**src/rtl/riscv_ctrl_pkg.sv**
```systemverilog
// Shared encodings for the multi-cycle RV32I controller: FSM states, opcodes, ALU codes and mux selects.
package riscv_ctrl_pkg;

  typedef enum logic [3:0] {
    S_FETCH, S_DECODE, S_MEMADR, S_MEMREAD, S_MEMWB, S_MEMWRITE, S_EXECR,
    S_EXECI, S_ALUWB, S_BRANCH, S_JAL, S_JALR, S_LUI
  } state_t;

  localparam logic [6:0] OP_LOAD   = 7'b0000011;
  localparam logic [6:0] OP_STORE  = 7'b0100011;
  localparam logic [6:0] OP_R      = 7'b0110011;
  localparam logic [6:0] OP_I      = 7'b0010011;
  localparam logic [6:0] OP_BRANCH = 7'b1100011;
  localparam logic [6:0] OP_JAL    = 7'b1101111;
  localparam logic [6:0] OP_JALR   = 7'b1100111;
  localparam logic [6:0] OP_LUI    = 7'b0110111;

  localparam logic [3:0] ALU_ADD  = 4'b0000;
  localparam logic [3:0] ALU_SUB  = 4'b0001;
  localparam logic [3:0] ALU_AND  = 4'b0010;
  localparam logic [3:0] ALU_OR   = 4'b0011;
  localparam logic [3:0] ALU_XOR  = 4'b0100;
  localparam logic [3:0] ALU_SLT  = 4'b0101;
  localparam logic [3:0] ALU_SLTU = 4'b0110;
  localparam logic [3:0] ALU_SLL  = 4'b0111;
  localparam logic [3:0] ALU_SRL  = 4'b1000;
  localparam logic [3:0] ALU_SRA  = 4'b1001;

  localparam logic [1:0] ALUOP_ADD   = 2'b00;
  localparam logic [1:0] ALUOP_SUB   = 2'b01;
  localparam logic [1:0] ALUOP_FUNCT = 2'b10;

  localparam logic [1:0] SRCA_PC    = 2'b00;
  localparam logic [1:0] SRCA_OLDPC = 2'b01;
  localparam logic [1:0] SRCA_RS1   = 2'b10;
  localparam logic [1:0] SRCA_ZERO  = 2'b11;

  localparam logic [1:0] SRCB_RS2  = 2'b00;
  localparam logic [1:0] SRCB_IMM  = 2'b01;
  localparam logic [1:0] SRCB_FOUR = 2'b10;

  localparam logic [1:0] RES_ALUOUT    = 2'b00;
  localparam logic [1:0] RES_DATA      = 2'b01;
  localparam logic [1:0] RES_ALURESULT = 2'b10;

  localparam logic [2:0] IMM_I = 3'b000;
  localparam logic [2:0] IMM_S = 3'b001;
  localparam logic [2:0] IMM_B = 3'b010;
  localparam logic [2:0] IMM_J = 3'b011;
  localparam logic [2:0] IMM_U = 3'b100;

  function automatic logic [2:0] imm_src_for(input logic [6:0] op);
    case (op)
      OP_STORE:  return IMM_S;
      OP_BRANCH: return IMM_B;
      OP_JAL:    return IMM_J;
      OP_LUI:    return IMM_U;
      default:   return IMM_I;
    endcase
  endfunction

endpackage

```
**src/rtl/alu_decoder_ext.sv**
```systemverilog
// ALU control decoder: maps ALUOp and funct fields to an ALU code, flagging codes the narrow ALU cannot run.
module alu_decoder_ext
  import riscv_ctrl_pkg::*;
#(
  parameter int ALUCTRL_W = 3
) (
  input  logic [1:0]           alu_op,
  input  logic [2:0]           funct3,
  input  logic                 funct7,
  input  logic                 op5,
  output logic [ALUCTRL_W-1:0] alu_control,
  output logic                 alu_illegal
);
  localparam bit NARROW = (ALUCTRL_W < 4);

  logic [3:0] funct_code;

  always_comb begin
    funct_code = ALU_ADD;
    case (funct3)
      3'b000:  funct_code = (op5 && funct7) ? ALU_SUB : ALU_ADD;
      3'b001:  funct_code = ALU_SLL;
      3'b010:  funct_code = ALU_SLT;
      3'b011:  funct_code = ALU_SLTU;
      3'b100:  funct_code = ALU_XOR;
      3'b101:  funct_code = funct7 ? ALU_SRA : ALU_SRL;
      3'b110:  funct_code = ALU_OR;
      default: funct_code = ALU_AND;
    endcase
  end

  always_comb begin
    case (alu_op)
      ALUOP_ADD: alu_control = ALU_ADD[ALUCTRL_W-1:0];
      ALUOP_SUB: alu_control = ALU_SUB[ALUCTRL_W-1:0];
      default:   alu_control = funct_code[ALUCTRL_W-1:0];
    endcase
  end

  // Judged on the funct fields alone so DECODE can reject an R/I op before ALUOp selects it.
  assign alu_illegal = NARROW && (funct_code[3] || (funct_code == ALU_XOR) ||
                                  (funct_code == ALU_SLTU) || (funct_code == ALU_SLL));

endmodule

```
**src/rtl/multicycle_control_unit.sv**
```systemverilog
// Multi-cycle RV32I control FSM driving the shared-ALU datapath muxes and write enables.
// state | meaning: FETCH ifetch, PC+4 | DECODE target calc, dispatch | MEMADR/MEMREAD/MEMWB/MEMWRITE load-store
// EXECR/EXECI alu op | ALUWB reg write | BRANCH compare | JAL link+PC | JALR rs1+imm | LUI upper imm
module multicycle_control_unit
  import riscv_ctrl_pkg::*;
#(
  parameter int ALUCTRL_W     = 3,
  parameter bit EN_EXT_BRANCH = 1'b1,
  parameter bit EN_MEM_WAIT   = 1'b0
) (
  input  logic                 clk,
  input  logic                 reset,
  input  logic [6:0]           op,
  input  logic [2:0]           funct3,
  input  logic                 funct7,
  input  logic                 zero,
  input  logic                 lt,
  input  logic                 ltu,
  input  logic                 mem_ready,
  output logic                 PCWrite,
  output logic                 IRWrite,
  output logic                 MemWrite,
  output logic                 RegWrite,
  output logic                 AdrSrc,
  output logic [1:0]           ResultSrc,
  output logic [1:0]           ALUSrcA,
  output logic [1:0]           ALUSrcB,
  output logic [2:0]           ImmSrc,
  output logic [ALUCTRL_W-1:0] ALUControl,
  output logic                 illegal
);
  state_t     state, state_next, cur, dec_next;
  logic [1:0] alu_op;
  logic       alu_illegal, take, branch_ok, ready, dec_illegal;

  always_ff @(posedge clk) begin
    if (reset) state <= S_FETCH;
    else       state <= state_next;
  end

  // While reset is held the muxes present the FETCH decode.
  assign cur    = reset ? S_FETCH : state;
  assign ready  = !EN_MEM_WAIT || mem_ready;
  assign ImmSrc = imm_src_for(op);

  alu_decoder_ext #(.ALUCTRL_W(ALUCTRL_W)) u_alu_dec (
    .alu_op      (alu_op),
    .funct3      (funct3),
    .funct7      (funct7),
    .op5         (op[5]),
    .alu_control (ALUControl),
    .alu_illegal (alu_illegal)
  );

  always_comb begin
    take      = 1'b0;
    branch_ok = 1'b1;
    case (funct3)
      3'b000:  take = zero;
      3'b001:  take = !zero;
      3'b100:  take = lt;
      3'b101:  take = !lt;
      3'b110:  take = ltu;
      3'b111:  take = !ltu;
      default: branch_ok = 1'b0;
    endcase
    if (!EN_EXT_BRANCH && (funct3 != 3'b000)) branch_ok = 1'b0;
  end

  always_comb begin
    dec_next    = S_FETCH;
    dec_illegal = 1'b0;
    case (op)
      OP_LOAD, OP_STORE: dec_next = S_MEMADR;
      OP_R:      if (alu_illegal) dec_illegal = 1'b1; else dec_next = S_EXECR;
      OP_I:      if (alu_illegal) dec_illegal = 1'b1; else dec_next = S_EXECI;
      OP_BRANCH: if (branch_ok) dec_next = S_BRANCH; else dec_illegal = 1'b1;
      OP_JAL:    dec_next = S_JAL;
      OP_JALR:   dec_next = S_JALR;
      OP_LUI:    dec_next = S_LUI;
      default:   dec_illegal = 1'b1;
    endcase
  end

  always_comb begin
    state_next = S_FETCH;
    PCWrite    = 1'b0;
    IRWrite    = 1'b0;
    MemWrite   = 1'b0;
    RegWrite   = 1'b0;
    AdrSrc     = 1'b0;
    ResultSrc  = RES_ALUOUT;
    ALUSrcA    = SRCA_PC;
    ALUSrcB    = SRCB_RS2;
    alu_op     = ALUOP_ADD;
    illegal    = 1'b0;
    case (cur)
      S_FETCH: begin
        IRWrite    = ready;
        PCWrite    = ready;
        ALUSrcB    = SRCB_FOUR;
        ResultSrc  = RES_ALURESULT;
        state_next = ready ? S_DECODE : S_FETCH;
      end
      S_DECODE: begin
        ALUSrcA    = SRCA_OLDPC;
        ALUSrcB    = SRCB_IMM;
        illegal    = dec_illegal;
        state_next = dec_next;
      end
      S_MEMADR: begin
        ALUSrcA    = SRCA_RS1;
        ALUSrcB    = SRCB_IMM;
        state_next = (op == OP_STORE) ? S_MEMWRITE : S_MEMREAD;
      end
      S_MEMREAD: begin
        AdrSrc     = 1'b1;
        state_next = ready ? S_MEMWB : S_MEMREAD;
      end
      S_MEMWB: begin
        ResultSrc = RES_DATA;
        RegWrite  = 1'b1;
      end
      S_MEMWRITE: begin
        AdrSrc     = 1'b1;
        MemWrite   = 1'b1;
        state_next = ready ? S_FETCH : S_MEMWRITE;
      end
      S_EXECR: begin
        ALUSrcA    = SRCA_RS1;
        alu_op     = ALUOP_FUNCT;
        state_next = S_ALUWB;
      end
      S_EXECI: begin
        ALUSrcA    = SRCA_RS1;
        ALUSrcB    = SRCB_IMM;
        alu_op     = ALUOP_FUNCT;
        state_next = S_ALUWB;
      end
      S_ALUWB:  RegWrite = 1'b1;
      S_BRANCH: begin
        ALUSrcA = SRCA_RS1;
        alu_op  = ALUOP_SUB;
        PCWrite = take;
      end
      S_JAL: begin
        ALUSrcA    = SRCA_OLDPC;
        ALUSrcB    = SRCB_FOUR;
        PCWrite    = 1'b1;
        state_next = S_ALUWB;
      end
      // PC takes rs1+imm straight from the ALU; JAL then links OldPC+4 and rewrites the same target from ALUOut.
      S_JALR: begin
        ALUSrcA    = SRCA_RS1;
        ALUSrcB    = SRCB_IMM;
        ResultSrc  = RES_ALURESULT;
        PCWrite    = 1'b1;
        state_next = S_JAL;
      end
      S_LUI: begin
        ALUSrcA    = SRCA_ZERO;
        ALUSrcB    = SRCB_IMM;
        state_next = S_ALUWB;
      end
      default: state_next = S_FETCH;
    endcase
    if (reset) begin
      PCWrite  = 1'b0;
      IRWrite  = 1'b0;
      MemWrite = 1'b0;
      RegWrite = 1'b0;
      illegal  = 1'b0;
    end
  end

endmodule

```
**config.mk**
```make
export PLATFORM = sky130hd
export DESIGN_NAME = multicycle_control_unit
export DESIGN_NICKNAME = d
export VERILOG_FILES = /design/src/rtl/riscv_ctrl_pkg.sv /design/src/rtl/alu_decoder_ext.sv /design/src/rtl/multicycle_control_unit.sv
export SDC_FILE = /design/constraint.sdc
export NUM_CORES = 1
export LEC_CHECK = 0
export CAP_MARGIN = 15
export CORE_ASPECT_RATIO = 0.7
export CORE_MARGIN = 1
export CORE_UTILIZATION = 40
export CTS_BUF_LIST = sky130_fd_sc_hd__clkbuf_4 sky130_fd_sc_hd__clkbuf_8
export CTS_CLUSTER_SIZE = 14
export DETAILED_ROUTE_END_ITERATION = 7
export DONT_BUFFER_PORTS = 1
export GPL_ROUTABILITY_DRIVEN = 0
export HOLD_SLACK_MARGIN = 0.12
export PLACE_DENSITY = 0.58
export SYNTH_ARGS = -nofsm -noshare
export SYNTH_HDL_FRONTEND = slang
export SYNTH_SLANG_ARGS = --single-unit
```
**constraint.sdc**
```tcl
create_clock -name clk -period 1.4 [get_ports clk]
set_clock_uncertainty 0.2 [all_clocks]
set_input_delay 0.14 -clock clk [delete_from_list [all_inputs] [get_ports clk]]
set_output_delay 0.14 -clock clk [all_outputs]
set_load 0.01 [all_outputs]
```
==> results by group <==
Layout
  • Layout cells sized above 1: 0.497
  • NumNets Final: 170
  • Top reg by flops: state
  • Layout area overhead: 51.2%
  • Largest register FFs: 4
  • Number of antenna diodes: 0
  • Post-route cell area: 0.00137 mm2
  • Top Registers: state (4)
  • Core Util, Final: 0.643

Yosys
  • Synth warn: 0
  • Post-synth top area share: 0.0882
  • Avg Inst Size Synth: 7.21 um2
  • Commonest cells in the netlist: 14 x nor2_1, 8 x nand2_1, 7 x nor3_1
  • Net count after synthesis: 143
  • Synth unique cells: 53
  • Most common flop cell mapped by yosys: dfxtp_1
  • Number of synthesized flops with an enable pin: 0
  • Cells after Synth: 126
  • Seq/Total Area, Yosys: 0.0882
  • Yosys reg bits: 4
  • Cell taking the most area after synthesis: dfxtp_1
  • Synth top area cells: dfxtp_1 8.8%, nor2_1 5.8%, xnor2_1 5.8%
  • Most common cell in the netlist: nor2_1
  • Mapped cell area: 908 um2
  • Ys async rst share: 0

Die
  • Die area: 0.00247 mm2
  • Core Rows: 14
  • Chip width: 59.0 um
  • IO Pins: 35
  • Die H: 41.9 um
  • CORE AREA: 0.00214 mm2
  • Initial core utilization: 0.425

Clocking
  • Worst skew pair latency: 0.24 ns
  • CTS sink count: 4
  • TritonCTS clock tree: yes
  • Hold buffers post-CTS: 4
  • Number of buffers created by CTS: 3
  • Root Buffer Master: clkbuf_4
  • H-tree depth: 1
  • Clock Tree Buf Depth: 2
  • Clock slew at reported path FFs: 0.04 ns

Critical path
  • Startpoint types: flop
  • Crit-path max FO: 7
  • R2r endpoint: state[0]$_SDFF_PP0_
  • Worst setup path startpoint: state[0]$_SDFF_PP0_
  • Setup crit end: ResultSrc[1]
  • FF-to-FF setup slack: -0.18 ns
  • CP arrival: 1.32 ns
  • Worst EP required: 1.06 ns
  • Crit path kind: flop to output pin
  • Reg2reg path depth: 5
  • Worst R2R Start: state[2]$_SDFF_PP0_
  • Endpoint class of the critical path: output pin

Power and ir drop
  • Total power: 0.000471 W
  • Lkg Pwr: 0.492 nW
  • PD cells: 343 mW/mm2
  • Worst IR drop on VDD: 0.000512 V

STA
  • Min Clock Period, post-route: 1.66 ns
  • Max_slew headroom: 0.766
  • Unrepaired setup endpoints after global routing: true
  • Hold Fails Final Rpt: 2
  • Final-report setup violation count: 19
  • Tcrit/Tclk final: 1.18
  • Fmax: 603 MHz
  • WHS: -0.213 ns
  • Max Slew Vio Count: 0
  • Final WS setup: -0.259 ns
  • Least-Margin Pin Slew: 0.348 ns

GRT
  • Initial antenna violation count: 0
  • Tot GR Track Use: 0.223
  • Maximum number of pins on one net before global-route repair: 13
  • Number of global-route vias before repair: 953
  • First-pass GRT wire length: 4.28 mm
  • Total gr overflow: 0

Placed design
  • Dpl cell area: 0.00107 mm2
  • Port Buffers: 0
  • DP HPWL: 1.82 mm

Drt
  • Via density: 5.67
  • DRC Markers: 0
  • DR iter-0 viols: 57
  • Wire length per cell: 14.6 um
  • Vias: 1,037
  • Total Wirelength: 2.68 mm
  • Antenna viol nets, final: 0
  • First-pass detailed-route iteration total: 4

Flow run
  • # Max-Cap Violations: 0

Outcome
  • Status: complete, but fails checks
  • Failing checks: negative hold slack, negative setup slack

Min path
  • Worst Hold Class: input port to flop
## critical path, cell delays in order (launching register included)
cell	delay, ns
dfxtp_2	0.34
buf_12	0.13
or3_1	0.35
a21oi_2	0.11
or2_1	0.15
## cell families after synthesis
logic type,Yosys count,synth area share
compound gates,35,0.296
mux,4,0.0441
xor+xnor,7,0.0675
buf+inv,15,0.125
flops,4,0.0882
simple gates,61,0.379
## through the flow
step           std cells  setup TNS (ns)  worst slack, ns
3_5_place_dp         171          -0.383           -0.102
2_1_floorplan        126          -0.104          -0.0920
5_1_grt              183           -3.94           -0.320
3_3_place_gp         171          -0.218          -0.0773
4_1_cts              182           -3.67           -0.278
6_report             183           -2.83           -0.259
## power breakdown
| part | total, W | switching [W] | internal (W) |
|---|---|---|---|
| Clock | 0.000154 | 0.0000570 | 0.0000966 |
| Sequential | 0.000117 | 0.00000318 | 0.000113 |
| Combinational | 0.000201 | 0.0000939 | 0.000107 |
| Total | 0.000471 | 0.000154 | 0.000317 |
## how the worst min path moves through the flow
| stage | from | endpoint | cells after the start |
|---|---|---|---|
| finish | reset | state[0]$_SDFF_PP0_ | 1 |
| CTS | reset | state[0]$_SDFF_PP0_ | 1 |
| global route | reset | state[0]$_SDFF_PP0_ | 1 |
| detailed placement | reset | state[0]$_SDFF_PP0_ | 1 |
| global placement | reset | state[0]$_SDFF_PP0_ | 1 |
| floorplan | op[4] | state[1]$_SDFF_PP0_ | 2 |
## area by class of cell
class	count	area, um2
inverters	3	11.3
repair buffers	34	317
fillers	202	763
well taps	32	40.0
multi-input cells	107	893
clock buffers	3	22.5
flip-flops and latches	4	90.1
## metal layers
metal	routed length, um	up-vias	global-route usage
li1	-	514	-
met1	1200	489	0.317
met2	1320	34	0.364
met3	152	0	0.0436
met4	0	0	0.0143
met5	0	-	0
## layout by cell type (no fill, tap or decap), types with 4 or more instances in the layout
master	n
nand2_1	5
mux2i_1	4
a31oi_1	4
buf_6	7
buf_4	21
nor2_2	4
nor2_4	5
nand2b_1	6
xnor2_1	4
nor2_1	7
## timing repair
action | in CTS | in global routing
hold endpoints to repair | 7 | 7
pin swaps | 15 | 15
resized for setup | 39 | 11
setup endpoints to repair | 19 | 21
setup buffers | 4 | 1
(Power assumes the default switching activity.)
